==> src/rtl/parity_pkg.sv <==
// Shared types and constants for the serial parity frame controller.
package parity_pkg;

  typedef enum logic [1:0] {
    StIdle   = 2'd0,
    StShift  = 2'd1,
    StParity = 2'd2,
    StCheck  = 2'd3
  } stateT;

  localparam int unsigned DATA_BITS = 4;

  localparam int unsigned EVEN = 0;
  localparam int unsigned ODD  = 1;

  // Maps the raw XOR of all frame bits to an error verdict for the given mode.
  function automatic logic parityVerdict(input logic pec, input int unsigned mode);
    return (mode == ODD) ? ~pec : pec;
  endfunction

endpackage

==> src/rtl/parity_bit_checker.sv <==
// Combinational 4-bit parity checker: XOR of four data bits and one parity bit.
module parity_bit_checker (
  input  logic inA,
  input  logic inB,
  input  logic inC,
  input  logic inD,
  input  logic inP,
  output logic outPEC
);

  assign outPEC = inA ^ inB ^ inC ^ inD ^ inP;

endmodule

==> src/rtl/parity_frame_controller.sv <==
// Collects a serial D3..D0,P frame, checks it with parity_bit_checker and
// registers the verdict, the data nibble and a saturating error count.
module parity_frame_controller
  import parity_pkg::*;
#(
  parameter int unsigned ODD_PARITY = 0,
  parameter int unsigned CNT_W      = 8
) (
  input  logic                 clk,
  input  logic                 rst,
  input  logic                 inStart,
  input  logic                 inValid,
  input  logic                 inSerial,
  input  logic                 inClrCnt,
  output logic                 outBusy,
  output logic                 outDone,
  output logic                 outErr,
  output logic                 outAbort,
  output logic [DATA_BITS-1:0] outData,
  output logic [CNT_W-1:0]     outErrCount
);

  localparam logic [CNT_W-1:0] CntOne = {{(CNT_W-1){1'b0}}, 1'b1};
  localparam logic [CNT_W-1:0] CntMax = {CNT_W{1'b1}};

  stateT                stateQ, stateD;
  logic [1:0]           bitIdxQ, bitIdxD;
  logic [DATA_BITS-1:0] shiftQ, shiftD;
  logic                 parityQ, parityD;

  logic                 busyD, doneD, errD, abortD;
  logic [DATA_BITS-1:0] dataD;
  logic [CNT_W-1:0]     cntD;

  logic collecting;
  logic restart;
  logic pec;
  logic verdict;

  assign collecting = (stateQ == StShift) || (stateQ == StParity);
  // A restart takes priority over the bit offered in the same cycle.
  assign restart    = inStart && collecting;

  parity_bit_checker uChecker (
    .inA    (shiftQ[3]),
    .inB    (shiftQ[2]),
    .inC    (shiftQ[1]),
    .inD    (shiftQ[0]),
    .inP    (parityQ),
    .outPEC (pec)
  );

  assign verdict = parityVerdict(pec, ODD_PARITY);

  // State and frame registers.
  always_ff @(posedge clk) begin
    if (rst) begin
      stateQ      <= StIdle;
      bitIdxQ     <= 2'd0;
      shiftQ      <= '0;
      parityQ     <= 1'b0;
      outBusy     <= 1'b0;
      outDone     <= 1'b0;
      outErr      <= 1'b0;
      outAbort    <= 1'b0;
      outData     <= '0;
      outErrCount <= '0;
    end else begin
      stateQ      <= stateD;
      bitIdxQ     <= bitIdxD;
      shiftQ      <= shiftD;
      parityQ     <= parityD;
      outBusy     <= busyD;
      outDone     <= doneD;
      outErr      <= errD;
      outAbort    <= abortD;
      outData     <= dataD;
      outErrCount <= cntD;
    end
  end

  // Next-state and frame collection.
  always_comb begin
    stateD  = stateQ;
    bitIdxD = bitIdxQ;
    shiftD  = shiftQ;
    parityD = parityQ;
    unique case (stateQ)
      StIdle: begin
        if (inStart) begin
          stateD  = StShift;
          bitIdxD = 2'd0;
          shiftD  = '0;
          parityD = 1'b0;
        end
      end
      StShift: begin
        if (restart) begin
          bitIdxD = 2'd0;
          shiftD  = '0;
          parityD = 1'b0;
        end else if (inValid) begin
          shiftD  = {shiftQ[DATA_BITS-2:0], inSerial};
          bitIdxD = bitIdxQ + 2'd1;
          if (bitIdxQ == 2'd3) begin
            stateD = StParity;
          end
        end
      end
      StParity: begin
        if (restart) begin
          stateD  = StShift;
          bitIdxD = 2'd0;
          shiftD  = '0;
          parityD = 1'b0;
        end else if (inValid) begin
          parityD = inSerial;
          stateD  = StCheck;
        end
      end
      StCheck: begin
        stateD = StIdle;
      end
      default: begin
        stateD = StIdle;
      end
    endcase
  end

  // Output register next values.
  always_comb begin
    busyD  = (stateD != StIdle);
    doneD  = (stateQ == StCheck);
    abortD = restart;
    errD   = outErr;
    dataD  = outData;
    cntD   = outErrCount;
    if (stateQ == StCheck) begin
      errD  = verdict;
      dataD = shiftQ;
      if (verdict && (outErrCount != CntMax)) begin
        cntD = outErrCount + CntOne;
      end
    end
    if (inClrCnt) begin
      cntD = '0;
    end
  end

endmodule

==> config.mk <==
export PLATFORM = sky130hd
export DESIGN_NAME = parity_frame_controller
export DESIGN_NICKNAME = d
export VERILOG_FILES = /design/src/rtl/parity_pkg.sv /design/src/rtl/parity_bit_checker.sv /design/src/rtl/parity_frame_controller.sv
export SDC_FILE = /design/constraint.sdc
export NUM_CORES = 1
export LEC_CHECK = 0
export BUFFER_PORTS_ARGS = -buffer_cell sky130_fd_sc_hd__buf_2
export CAP_MARGIN = 10
export CORE_UTILIZATION = 58
export DETAILED_ROUTE_END_ITERATION = 16
export HOLD_SLACK_MARGIN = 0.15
export PLACE_DENSITY = 0.86
export SLEW_MARGIN = 20
export SYNTH_ARGS = -nofsm -noshare
export SYNTH_HDL_FRONTEND = slang
export SYNTH_SLANG_ARGS = --single-unit
==> constraint.sdc <==
create_clock -name clk -period 2.9 [get_ports clk]
set_input_delay 0.58 -clock clk [delete_from_list [all_inputs] [get_ports clk]]
set_output_delay 0.58 -clock clk [all_outputs]
set_load 0.05 [all_outputs]
==> impl_metrics.toml <==
[run_status]
status = "complete, no violations"

[die]
die_w_um = 48.7
die-area_um2 = 2370
fp.dieH_um = 48.7
boundaryPins = 22
initial_core_util = 0.631
num_rows = 16
core_um2 = 2000

[logic_synthesis]
synthTopCellsByArea = "dfxtp_1, ha_1, nor2_1"
syn_area_um2 = 1260
synth-seq-cells = 25
synth_top_area_cell = "dfxtp_1"
syn_avg_cell_area_um2 = 9.15
synthMostInstantiatedCell = "dfxtp_1"
synthTopCellsByCount = "dfxtp_1, nor2_1, nand2_1"
syn_nets = 152
synth_warnings = 0
yosys.cell_types.count = 36
syn_inst = 138
synth_flop_cell = "dfxtp_1"
synthArstFlopShare = 0
synth_edf_count = 0
ys_seq_area_frac = 0.396
synth_top_area_frac = 0.396

[global_route]
grt_pass1_vias = 903
grt_util_all_layers = 0.219
grt_start_max_net_pins = 19
grt_antenna_before_repair = 0
grt_overflow = 0
grt_pass1_wl_mm = 3.97

[cts]
cts.repair.resized = 0
cts-htree-levels = 1
clk_pin_slew_ps = 150
clk_latency_ps = 340
clock_sinks = 25
postCtsSetupBuffers = 0
cts_tree = "done"
cts.path.max_buffers = 2
cts-root-buf = "clkbuf_4"
cts_buffers = 3
cts_hold_buf = 0

[routing]
detail-route-antenna-nets = 0
wirelength_mm = 2.32
num_vias = 1050
dr.pass1.iters = 4
drt-initial-drc-count = 30
viasPerCell = 5.71
drt_drc_violations_left = 0
wl_per_cell_um = 12.6

[final_layout]
syn_to_final_growth_pct = 11.6
regArea_um2 = 500
postLayoutCoreUtil = 0.704
nets = 172
finalNonFillerCells = 184
diodes = 0
drive_gt1_frac = 0.204
fill_cells = 169
multi_input_area_um2 = 727

[pwr]
swShare = 0.409
powerDensity_nw_per_um2 = 679
ir_worst_vdd_mv = 0.556
netSwitchingPower_w = 0.000391
internal-power_w = 0.000566
seqPwrFrac = 0.429
clkPwrFrac = 0.181
power_leakage_nw = 0.573
combPwrFrac = 0.389

[critical_path]
path_class = "reg2reg"
crit_path_max_fanout = 12
crit_arrival_ps = 2390
required_ps = 3180
cp-start-kind = "flip-flop"
end_kind = "flip-flop"

[worst_hold_path]
hold_path.class = "reg2reg"

[sta]
max_slew_margin = 0.564
maxSlewViolCount = 0
fmax_mhz = 476
setup_viol = 0
hold_violations = 0
rsz0062_at_grt = "no"
fin_crit_sh = 0.724
worst_slew_pin_slew_ps = 654
tns_ps = 0
layout_min_cycle_time_ps = 2100
finalHoldWorstSlack_ps = 491
skew_ps = 9.97

[flow_run]
maxCapViolations = 0

[placement]
port_buffers = 21
dp_cells = 180
place_congestion = 0.833
hpwl_mm = 1.72
[kinds of logic after synthesis]
kind of cell,share of synthesized area
AO/OA/AOI/OAI,0.151
adder cells (fa/ha/maj),0.0793
buffers and inverters,0.0277
XOR/XNOR,0.0743
AND/OR/NAND/NOR,0.232
flip-flops,0.396
multiplexers,0.0396
[sequential cells by signal, indices dropped and copies added, names as in the netlist]
register     cells
bitIdxQ          2
outAbort         1
outBusy          1
outData          4
outDone          1
outErr           1
outErrCount      8
parityQ          1
shiftQ           4
stateQ           2
[path summary, 6_finish.rpt]
check	startpoint	end	slack, ps	cells after the start
setup / recovery	stateQ[1]$_SDFF_PP0_	bitIdxQ[1]$_SDFFE_PP0P_	800	7
hold / removal	outErr$_SDFFE_PP0P_	outErr$_SDFFE_PP0P_	490	2
setup reg to reg	stateQ[1]$_SDFF_PP0_	bitIdxQ[1]$_SDFFE_PP0P_	800	7
hold reg to reg	outErr$_SDFFE_PP0P_	outErr$_SDFFE_PP0P_	490	2
[power groups by stage]
stage	clock network [W]	registers (W)	logic [W]
floorplan	0	0.000453	0.000261
global placement	0	0.000414	0.000352
detailed placement	0	0.000418	0.000369
CTS	0.000177	0.000411	0.000369
global route	0.000193	0.000414	0.000419
finish	0.000173	0.000411	0.000372
[through the flow]
step / area, um2 / total power [W] / setup WS (ps)
after floorplan: 1260 / 0.000715 / 1020
after global placement: 1380 / 0.000766 / 1010
after detailed placement: 1380 / 0.000787 / 881
after CTS: 1410 / 0.000957 / 835
after global routing: 1410 / 0.00103 / 667
final: 1410 / 0.000957 / 799
[area by class of cell]
cell class / instances / share of cell area
Clock buffer: 3 / 0.0160
Inverter: 3 / 0.00799
Tap cell: 27 / 0.0240
Multi-Input combinational cell: 104 / 0.516
Clock inverter: 1 / 0.00622
Timing Repair Buffer: 21 / 0.0746
Sequential cell: 25 / 0.355
[per-layer routing]
layer | vias up | wire, um | GRT usage
met1 | 487 | 1040 | 0.283
met5 | - | 0 | 0
li1 | 531 | - | -
met3 | 4 | 97 | 0.0377
met2 | 28 | 1140 | 0.354
met4 | 0 | 43 | 0.103
[layout by cell type (no fill, tap or decap), drive strengths merged, types with 2 or more instances in the layout]
cell type,count
a211oi,3
a21oi,10
and3,2
buf,21
clkbuf,3
dfxtp,25
ha,8
inv,4
mux2i,5
nand2,11
nand2b,2
nand4,3
nor2,19
nor2b,2
nor3,2
o21ai,11
o21bai,2
or3,2
or4,2
or4b,5
xor2,4
[critical path, stage by stage (launching register included)]
cell,delay (ps)
dfxtp_1,450
inv_1,130
ha_1,240
nor2b_1,160
o21bai_1,140
a21oi_1,220
or4b_1,560
a21oi_1,160
Note: power is estimated with default switching activity, not from simulation.
